==> config.mk <==
export PLATFORM = sky130hd
export DESIGN_NAME = seven_seg_scan
export DESIGN_NICKNAME = d
export VERILOG_FILES = /design/src/rtl/simon_pkg.sv /design/src/rtl/seven_seg.sv /design/src/rtl/seven_seg_scan.sv
export SDC_FILE = /design/constraint.sdc
export NUM_CORES = 1
export LEC_CHECK = 0
export ABC_AREA = 1
export ABC_CLOCK_PERIOD_IN_PS = 2800
export CAP_MARGIN = 20
export CORE_MARGIN = 10
export CORE_UTILIZATION = 35
export CTS_CLUSTER_DIAMETER = 40
export CTS_CLUSTER_SIZE = 20
export DETAILED_ROUTE_END_ITERATION = 8
export HOLD_SLACK_MARGIN = 0.02
export SYNTH_ARGS = -nofsm -noshare
export SYNTH_HDL_FRONTEND = slang
export SYNTH_SLANG_ARGS = --single-unit
==> constraint.sdc <==
create_clock -name clk -period 2.8 [get_ports clk]
set_input_delay 0.84 -clock clk [delete_from_list [all_inputs] [get_ports clk]]
set_output_delay 0.84 -clock clk [all_outputs]
set_load 0.02 [all_outputs]
==> src/rtl/simon_pkg.sv <==
// Shared constants, scan FSM encoding and display image payload for the
// seven-segment scan controller.
package simon_pkg;

  localparam int unsigned NUM_DIGITS = 4;
  localparam int unsigned IDX_W      = $clog2(NUM_DIGITS);
  localparam logic [7:0]  SEG_OFF    = 8'hFF;
  localparam logic [3:0]  ANODE_OFF  = 4'hF;

  typedef enum logic {
    ST_BLANK = 1'b0,
    ST_DRIVE = 1'b1
  } scan_state_e;

  typedef struct packed {
    logic [15:0] value;
    logic [3:0]  digit_en;
    logic [3:0]  dp;
  } image_t;

endpackage

==> src/rtl/seven_seg.sv <==
// Hex nibble to active-low segment decoder, output ordered {g,f,e,d,c,b,a}.
module seven_seg (
  input  logic [3:0] hex_i,
  output logic [6:0] seg_n_c
);

  always_comb begin
    seg_n_c = 7'h7F;
    unique case (hex_i)
      4'h0: seg_n_c = 7'h40;
      4'h1: seg_n_c = 7'h79;
      4'h2: seg_n_c = 7'h24;
      4'h3: seg_n_c = 7'h30;
      4'h4: seg_n_c = 7'h19;
      4'h5: seg_n_c = 7'h12;
      4'h6: seg_n_c = 7'h02;
      4'h7: seg_n_c = 7'h78;
      4'h8: seg_n_c = 7'h00;
      4'h9: seg_n_c = 7'h10;
      4'hA: seg_n_c = 7'h08;
      4'hB: seg_n_c = 7'h03;
      4'hC: seg_n_c = 7'h46;
      4'hD: seg_n_c = 7'h21;
      4'hE: seg_n_c = 7'h06;
      4'hF: seg_n_c = 7'h0E;
    endcase
  end

endmodule

==> src/rtl/seven_seg_scan.sv <==
// Four-digit common-anode scan controller with dead-time blanking and a
// one-entry image buffer committed at frame boundaries.
module seven_seg_scan #(
  parameter int unsigned REFRESH_DIV  = 25000,
  parameter int unsigned BLANK_CYCLES = 500
) (
  input  logic        clk,
  input  logic        rst_n,
  input  logic [15:0] value,
  input  logic [3:0]  digit_en,
  input  logic [3:0]  dp,
  input  logic        load_valid,
  output logic        load_ready,
  output logic [3:0]  anode_n,
  output logic [7:0]  seven_seg_n,
  output logic        frame_start
);
  import simon_pkg::*;

  localparam int unsigned CNT_W = $clog2(REFRESH_DIV);
  localparam logic [CNT_W-1:0] BLANK_LAST = CNT_W'(BLANK_CYCLES - 1);
  localparam logic [CNT_W-1:0] SLOT_LAST  = CNT_W'(REFRESH_DIV - 1);
  localparam logic [IDX_W-1:0] IDX_LAST   = IDX_W'(NUM_DIGITS - 1);

  scan_state_e      state_q, state_d;
  logic [CNT_W-1:0] cnt_q, cnt_d;
  logic [IDX_W-1:0] idx_q, idx_d;
  image_t           active_q, pending_q, load_img_c;
  logic             pending_full_q, pending_full_d;
  logic             load_ready_q;
  logic [3:0]       anode_q, anode_d;
  logic [7:0]       seg_q, seg_d;
  logic             fs_q, fs_d;
  logic             wrap_c, accept_c, commit_c;
  logic [3:0]       nibble_c;
  logic [6:0]       dec_seg_c;

  assign load_img_c = '{value: value, digit_en: digit_en, dp: dp};
  assign nibble_c   = active_q.value[{idx_q, 2'b00} +: 4];

  seven_seg u_dec (
    .hex_i   (nibble_c),
    .seg_n_c (dec_seg_c)
  );

  // Slot sequencing and the output image the registers will present next cycle
  always_comb begin
    state_d = state_q;
    cnt_d   = cnt_q + 1'b1;
    idx_d   = idx_q;
    wrap_c  = 1'b0;
    anode_d = ANODE_OFF;
    seg_d   = SEG_OFF;
    fs_d    = 1'b0;
    unique case (state_q)
      ST_BLANK: begin
        fs_d = (idx_q == '0) && (cnt_q == '0);
        if (cnt_q == BLANK_LAST) begin
          state_d = ST_DRIVE;
        end
      end
      ST_DRIVE: begin
        if (active_q.digit_en[idx_q]) begin
          anode_d[idx_q] = 1'b0;
          seg_d          = {~active_q.dp[idx_q], dec_seg_c};
        end
        if (cnt_q == SLOT_LAST) begin
          state_d = ST_BLANK;
          cnt_d   = '0;
          idx_d   = idx_q + 1'b1;
          wrap_c  = (idx_q == IDX_LAST);
        end
      end
    endcase
  end

  // Accept only into an empty buffer, so commit and accept never collide
  assign accept_c       = load_valid && load_ready_q;
  assign commit_c       = wrap_c && pending_full_q;
  assign pending_full_d = (pending_full_q && !commit_c) || accept_c;

  always_ff @(posedge clk or negedge rst_n) begin
    if (!rst_n) begin
      state_q        <= ST_BLANK;
      cnt_q          <= '0;
      idx_q          <= '0;
      active_q       <= '0;
      pending_q      <= '0;
      pending_full_q <= 1'b0;
      load_ready_q   <= 1'b1;
      anode_q        <= ANODE_OFF;
      seg_q          <= SEG_OFF;
      fs_q           <= 1'b0;
    end else begin
      state_q        <= state_d;
      cnt_q          <= cnt_d;
      idx_q          <= idx_d;
      pending_full_q <= pending_full_d;
      load_ready_q   <= ~pending_full_d;
      anode_q        <= anode_d;
      seg_q          <= seg_d;
      fs_q           <= fs_d;
      if (commit_c) begin
        active_q <= pending_q;
      end
      if (accept_c) begin
        pending_q <= load_img_c;
      end
    end
  end

  assign load_ready  = load_ready_q;
  assign anode_n     = anode_q;
  assign seven_seg_n = seg_q;
  assign frame_start = fs_q;

endmodule

# Word level (Yosys, flattened, before mapping)
# Memory sizes are Yosys's and may differ from the RTL's.
# Cells that the tools add are included.
# op_classes
n_addsub,2
order_cmp,2
eq_ne,3
shifts,1
muxes,18
bitwise_logic,4
reduce_logical,10
# ops
operator,count
two-way mux 15 bit,2
two-way mux 8 bit,2
indexed part select 16 x 5 -> 4 bit,1
adder 15 x 1 -> 15 bit (second input constant),1
== test 15 bit (second input constant),1
== test 15 x 9 -> 1 bit (second input constant),1
logical NOT 15 bit,1
two-way mux 1 bit,8
two-way mux 4 bit,2
logical AND 1 bit,5
binary-select mux 1 bit (select 2 bit),2
inverter 4 bit,1
less-than comparator 2 x 3 -> 1 bit (second input constant),1
inverter 1 bit,3
adder 2 x 1 -> 2 bit (second input constant),1
demux 1 bit (select 2 bit),1
== test 2 bit (second input constant),1
greater-or-equal comparator 2 x 1 -> 1 bit (second input constant),1
logical NOT 2 bit,1
one-hot mux 1 bit (2 select lines),1
AND reduction 2 bit,1
logical NOT 1 bit,1
logical OR 1 bit,1
# word_totals
register_bits,81
mem_bits_ro,112
inputBits,27
word_cells,55
memories,1
# mem_list
name,depth,word_bits,read_ports,rd_ports_with_merged_regs,wr,line_no,source
(no name shown),16,7,1,0,0,seven_seg.sv:9,unique case (hex_i)

# Longest topological paths before layout
# Gate-level depths: netlist of the first run.
# depth
depth_word,8
depth_mapped,11
mapped_depth_nobuf,10

# Cells and area by module
# A second synthesis of the first run with hierarchy kept.
# hier_totals
cells_unflattened,407
hier_area_um2,3891.2
# by_module_without_submodules
module,n_inst,cells_per_inst,area_per_inst_um2,seq_area_each_um2
seven_seg_scan,1,358,3617.2,2043.2
seven_seg,1,49,274.0,0.0

# Worst setup path before layout of the first run
# No wires, ideal clock.
# synth_path
path_kind,in2reg
startpoint,in load_valid
endpoint,reg pending_q[13] (netlist bit)
arrival_ns,1.581
setup_slack_ns,1.095
path_stages,3
n_path_buf,1
path_cell_list,nand2_1 -> buf_2 -> mux2_2
# synth_via
elab_chain_len,1
# synth_lines
item,line_no,source
"start, declared",seven_seg_scan.sv:12,"input logic load_valid,"
logical AND 1 bit,seven_seg_scan.sv:78,assign accept_c = load_valid && load_ready_q;
"end signal, assigned",seven_seg_scan.sv:107,pending_q <= load_img_c;
"end, declared",seven_seg_scan.sv:28,"image_t active_q, pending_q, load_img_c;"
# Every way passes these cells.
# A chain may end at the register's enable or synchronous reset.

# Worst setup path in the final report of the first run
# layout_path
startpoint,reg load_ready_q (netlist: load_ready)
endpoint,out load_ready
# layout_rtl
item,line_no,source
"start, declared",seven_seg_scan.sv:30,logic load_ready_q;
"start signal, assigned",seven_seg_scan.sv:99,load_ready_q <= ~pending_full_d;
"end, declared",seven_seg_scan.sv:13,"output logic load_ready,"
# No word-level cell between the ends.

==> impl_metrics.csv, run 1 <==
group,metric,value,unit
critical_path,required,1960,ps
critical_path,crit_chain,"clkdlybuf4s50_1",
finish,utilization,0.431,
grt,top_usage_layer,"met2",
die,design.core.area,10500,µm²
critical_path,arrival,1480,ps
critical_path,start_kind,"flop",
grt,grt_pass1_wl,13.3,mm
critical_path,crit_family,"buffers and inverters",
route,routed_wl,7.70,mm
route,wire_per_inst,13.2,µm
die,rows,37,
clock_network,postCtsSetupBuffers,0,
critical_path,path_depth,1,
route,viasPerCell,4.81,
timing,worstMarginPinSlew,466,ps
grt,grt_util_met2,0.171,
grt,met3_usage,0.0249,
timing,slew_headroom,0.690,
place,hpwlAfterDp,5.57,mm
die,start_util,0.363,
timing,fin_setup_tns,0,ps
yosys,synthArstFlopShare,1.00,
clock_network,path_clk_slew,80,ps
finish,fin_nets,483,
critical_path,worstSetupPathType,"reg2out",
clock_network,holdBufCountCts,0,
timing,fin_crit,2320,ps
hold_path,worstHoldPathType,"in2async",
timing,hold_viol,0,
timing,rsz0062_at_grt,"false",
yosys,yosysSeqAreaShare,0.539,
place,gp_congestion,0.847,
flow_run,drv_cap,0,
yosys,synth-seq-cells,81,
yosys,synth_cell_type_count,29,
power,ir_drop,210,µV
clock_network,max-clock-path-buffers,2,
yosys,synth_edf_count,0,
finish,nFillCells,1081,
grt,grt_pass1_vias,2850,
critical_path,cp_num_buf_inv,1,
power,p_leak,2.25,nW
grt,grt_use_total,0.109,
grt,overflow,0,
grt,globalRouteMet1Util,0.140,
critical_path,endpoint_kind,"output port",
route,dr.pass1.iters,4,
yosys,synth-main-ff-cell,"dfrtp_1",
yosys,yosysWarnings,0,
critical_path,cp_slowest_stage_delay,600,ps
clock_network,clk_latency,350,ps
die,dieArea,15400,µm²
yosys,syn_nets,441,
die,ios,41,
timing,fmax,431,MHz
critical_path,path_max_fanout,2,
power,powerDensity,444,nW/µm²
timing,skew,6.83,ps
critical_path,cp_slowest_cell,"clkdlybuf4s50_1",
place,port_buffers,40,
route,ant_nets,0,
clock_network,numCtsBuffers,9,
finish,area_growth,18.9,%
yosys,synth_cells,402,
timing,worst_slack,479,ps
clock_network,cts_sinks,81,
power,power,0.00200,W
critical_path,r2r_slack,910,ps
outcome,status,"completed",
grt,grt_antenna_before_repair,0,
clock_network,cts-root-buf,"clkbuf_8",
finish,regArea,2040,µm²
timing,period_share,0.829,
yosys,synth_area_per_cell,9.44,µm²
place,pre_cts_slack,686,ps
die,fp.dieW,124,µm
route,vias,2815,
die,die_height,124,µm
critical_path,r2r_cells,9,
timing,setup_viol,0,
finish,drive_gt1_frac,0.165,
finish,multi_input_area,1570,µm²
finish,antenna_cells,0,
clock_network,cts_tree,"yes",
yosys,syn_area,3790,µm²
clock_network,cts.htree.levels,3,
timing,slew_viol_final,0,
route,first_iter_violations,90,
grt,grt_max_degree,46,
clock_network,cts_resized,0,
route,drc,0,
cell type report:
| class | count | area share |
|---|---|---|
| Tap cell | 136 | 0.0377 |
| Clock inverter | 5 | 0.00666 |
| Inverter | 25 | 0.0208 |
| Multi-Input combinational cell | 281 | 0.347 |
| Clock buffer | 11 | 0.0336 |
| Sequential cell | 81 | 0.453 |
| Timing Repair Buffer | 46 | 0.101 |
registers in the layout, indices dropped and copies added, names as in the netlist:
name,count
anode_n,4
state_q,1
pending_full_q,1
frame_start,1
idx_q,2
cnt_q,15
load_ready,1
seven_seg_n,8
active_q,24
pending_q,24
per-layer routing:
metal | part of all wire | vias up
met2 | 0.45 | 52
met5 | 0 | -
met1 | 0.48 | 1344
met4 | 0.017 | 0
li1 | - | 1409
met3 | 0.045 | 10
cell usage after synthesis, types with 4 or more instances:
library cell | number | area share
buf_2 | 5 | 0.0066
clkbuf_1 | 5 | 0.0049
dfrtp_1 | 68 | 0.45
dfstp_2 | 13 | 0.090
ha_1 | 12 | 0.040
inv_1 | 20 | 0.020
inv_2 | 5 | 0.0049
mux2_2 | 24 | 0.071
nand2_1 | 125 | 0.12
nand3_1 | 30 | 0.040
nand4_1 | 25 | 0.041
nor2_1 | 29 | 0.029
nor3_1 | 6 | 0.0079
o21ai_0 | 4 | 0.0053
xor2_1 | 8 | 0.018
final timing paths:
path / startpoint / end
setup / recovery: load_ready$_DFF_PN1_ / load_ready
hold / removal: rst_n / pending_q[21]$_DFFE_PN0P_
setup reg to reg: cnt_q[0]$_DFF_PN0_ / cnt_q[8]$_DFF_PN0_
hold reg to reg: active_q[7]$_DFFE_PN0P_ / active_q[7]$_DFFE_PN0P_
max in group asynchronous: rst_n / active_q[6]$_DFFE_PN0P_
min in group clk: active_q[7]$_DFFE_PN0P_ / active_q[7]$_DFFE_PN0P_
layout by cell type (no fill, tap or decap), drive strengths merged, types with 7 or more instances in the layout:
master	n
nor2	33
xor2	8
nand4	25
buf	7
inv	25
dfstp	13
ha	12
clkbuf	11
nand3	31
nand2	128
clkdlybuf4s50	39
mux2	24
dfrtp	68
metrics by stage:
step                instance area (µm²)  hold slack (ps)  cells
global placement                   4330              452    569
CTS                                4510              451    585
detailed placement                 4330              455    569
global route                       4510              469    585
finish                             4510              445    585
floorplan                          3790              437    402
cells by family (layout without fill, tap and decap cells):
| group | count (synthesis) | after routing | share of synthesized area |
|---|---|---|---|
| muxes | 24 | 24 | 0.0712 |
| and+or+nand+nor | 227 | 227 | 0.268 |
| DFF | 81 | 81 | 0.539 |
| xor gates and xnor gates | 9 | 9 | 0.0208 |
| AOI/OAI and AO/OA | 9 | 9 | 0.0135 |
| adders and majority gates | 12 | 12 | 0.0396 |
| buffers and inverters | 40 | 87 | 0.0482 |
report_power, final:
| group | switching (W) | internal (W) | total (W) |
|---|---|---|---|
| Clock | 0.000408 | 0.000365 | 0.000773 |
| Combinational | 0.0000265 | 0.0000341 | 0.0000606 |
| Sequential | 0 | 0.00117 | 0.00117 |
| Total | 0.000434 | 0.00157 | 0.00200 |
Note: power is estimated with default switching activity, not from simulation.
==> inputs of run 2 (changes only) <==
--- a/config.mk
+++ b/config.mk
@@ -6,7 +6,7 @@
 export NUM_CORES = 1
 export LEC_CHECK = 0
 export ABC_AREA = 1
-export ABC_CLOCK_PERIOD_IN_PS = 2800
+export ABC_CLOCK_PERIOD_IN_PS = 2090
 export CAP_MARGIN = 20
 export CORE_MARGIN = 10
 export CORE_UTILIZATION = 35
==> constraint.sdc (replaced) <==
create_clock -name clk -period 2.09 [get_ports clk]
set_input_delay 0.627 -clock clk [delete_from_list [all_inputs] [get_ports clk]]
set_output_delay 0.627 -clock clk [all_outputs]
set_load 0.02 [all_outputs]
==> run 2 against run 1 <==
Compared with the run above:
- non-clock buffer count rose by 5
- largest power group unchanged
- critical endpoint is now frame_start
- highest routed layer unchanged
- sequential cell count stayed put
- die area did not move
- wire length down 0.62%
==> impl_metrics.csv, run 2 (same netlist as run 1, synthesis figures left out) <==
group,metric,value,unit
finish,drive_gt1_frac,0.172,
timing,slew_viol_final,0,
hold_path,worstHoldPathType,"in2async",
route,drc,0,
power,power,0.00266,W
clock_network,numCtsBuffers,9,
grt,grt_use_total,0.106,
critical_path,r2r_cells,9,
clock_network,path_clk_slew,90,ps
place,gp_congestion,0.843,
critical_path,r2r_slack,340,ps
finish,final_common_cell,"nand2_1",
timing,slew_headroom,0.664,
grt,grt_antenna_before_repair,0,
flow_run,drv_cap,0,
critical_path,start_kind,"flop",
timing,hold_viol,0,
critical_path,cp_slowest_stage_delay,600,ps
timing,rsz0062_at_grt,"false",
power,seqPwrFrac,0.589,
grt,grt_pass1_vias,2718,
timing,fmax,525,MHz
power,p_int,0.00205,W
power,powerDensity,587,nW/µm²
critical_path,worstSetupPathType,"reg2out",
timing,worstMarginPinSlew,504,ps
route,wire_per_inst,13.0,µm
timing,skew,8.97,ps
grt,grt_max_degree,40,
place,hpwlAfterDp,5.73,mm
critical_path,required,1460,ps
critical_path,arrival,1280,ps
route,routed_wl,7.65,mm
critical_path,cp_slowest_cell,"clkdlybuf4s50_1",
die,rows,37,
finish,area_growth,19.6,%
power,ir_drop,353,µV
grt,grt_pass1_wl,13.0,mm
die,dieArea,15400,µm²
route,first_iter_violations,130,
timing,setup_viol,0,
grt,overflow,0,
critical_path,cp_num_buf_inv,1,
route,ant_nets,0,
finish,antenna_cells,0,
clock_network,cts.htree.levels,3,
clock_network,cts_tree,"yes",
route,vias,2788,
critical_path,crit_chain,"clkdlybuf4s50_1",
power,sw_frac_of_total,0.230,
critical_path,crit_family,"buffers and inverters",
finish,nFillCells,1068,
clock_network,cts_sinks,81,
clock_network,postCtsSetupBuffers,0,
finish,layout_common_cells,"nand2_1 (125), dfrtp_1 (68), nand3_1 (30)",
critical_path,critPathLaunch,"frame_start$_DFF_PN0_",
finish,top_regs,"active_q x24, pending_q x24, cnt_q x15",
outcome,status,"completed",
power,p_switching,0.000613,W
critical_path,path_max_fanout,1,
die,ios,41,
clock_network,holdBufCountCts,0,
critical_path,endpoint_kind,"output port",
finish,utilization,0.434,
die,start_util,0.363,
timing,fin_crit,1900,ps
critical_path,r2r_start,"idx_q[0]$_DFFE_PN0P_",
die,design.core.area,10500,µm²
finish,fin_nets,488,
route,viasPerCell,4.73,
power,p_leak,2.26,nW
die,die_height,124,µm
clock_network,cts-root-buf,"clkbuf_8",
die,fp.dieW,124,µm
clock_network,max-clock-path-buffers,2,
route,dr.pass1.iters,5,
timing,period_share,0.911,
power,p_clk_frac,0.380,
clock_network,clk_latency,360,ps
timing,fin_setup_tns,0,ps
critical_path,r2r_end,"seven_seg_n[5]$_DFF_PN1_",
power,power_frac_comb,0.031,
place,port_buffers,40,
## run 2: cell count changes in the layout (fill, tap and decap cells not counted), sizes merged
cell           change
buf                +5
clkbuf             -1
clkdlybuf4s50     -13
clkinv             +1
clkinvlp           -1
dlygate4sd2       +13
inv                +1
## run 2: how the worst max path moves through the flow
stage,cells after the start,slack [ps],end
2_1_floorplan,10,490,seven_seg_n[5]$_DFF_PN1_
3_3_place_gp,4,300,pending_q[19]$_DFFE_PN0P_
3_5_place_dp,4,270,pending_q[0]$_DFFE_PN0P_
4_1_cts,1,160,frame_start
5_1_grt,1,140,frame_start
6_report,1,190,frame_start
## run 2: power groups by stage
stage          combinational, W  clock [W]  sequential [W]
2_1_floorplan       0.000000505          0         0.00160
3_3_place_gp          0.0000854          0         0.00160
3_5_place_dp          0.0000866          0         0.00160
4_1_cts               0.0000868    0.00106         0.00157
5_1_grt               0.0000929    0.00112         0.00157
6_report              0.0000834    0.00101         0.00157
## run 2: layout make-up
type                    count  area, µm²  share of cell area
flip-flops and latches     81       2040               0.450
clock inverters             6       43.8             0.00966
multi-input cells         281       1570               0.346
repair buffers             51        489               0.108
well taps                 136        170              0.0375
clock buffers              10        128              0.0281
inverters                  25       93.8              0.0207
## run 2: metal layers
metal / GRT usage / up-vias / routed length [µm]
li1: - / 1416 / -
met1: 0.145 / 1305 / 3830
met2: 0.155 / 57 / 3310
met3: 0.0253 / 10 / 377
met4: 0.0475 / 0 / 133
met5: 0 / - / 0
## run 2: metrics by stage
stage          setup slack [ps]  std cells  hold WS [ps]  area (µm²)
2_1_floorplan               494        402           331        3790
3_3_place_gp                304        574           458        4380
3_5_place_dp                273        574           461        4380
4_1_cts                     159        590           237        4540
5_1_grt                     136        590           264        4540
6_report                    186        590           239        4540
## run 2: timing repair
item,in CTS,in global routing
endpoints found under the setup margin,13,0
hold endpoints to repair,0,0
resized for setup,13,0
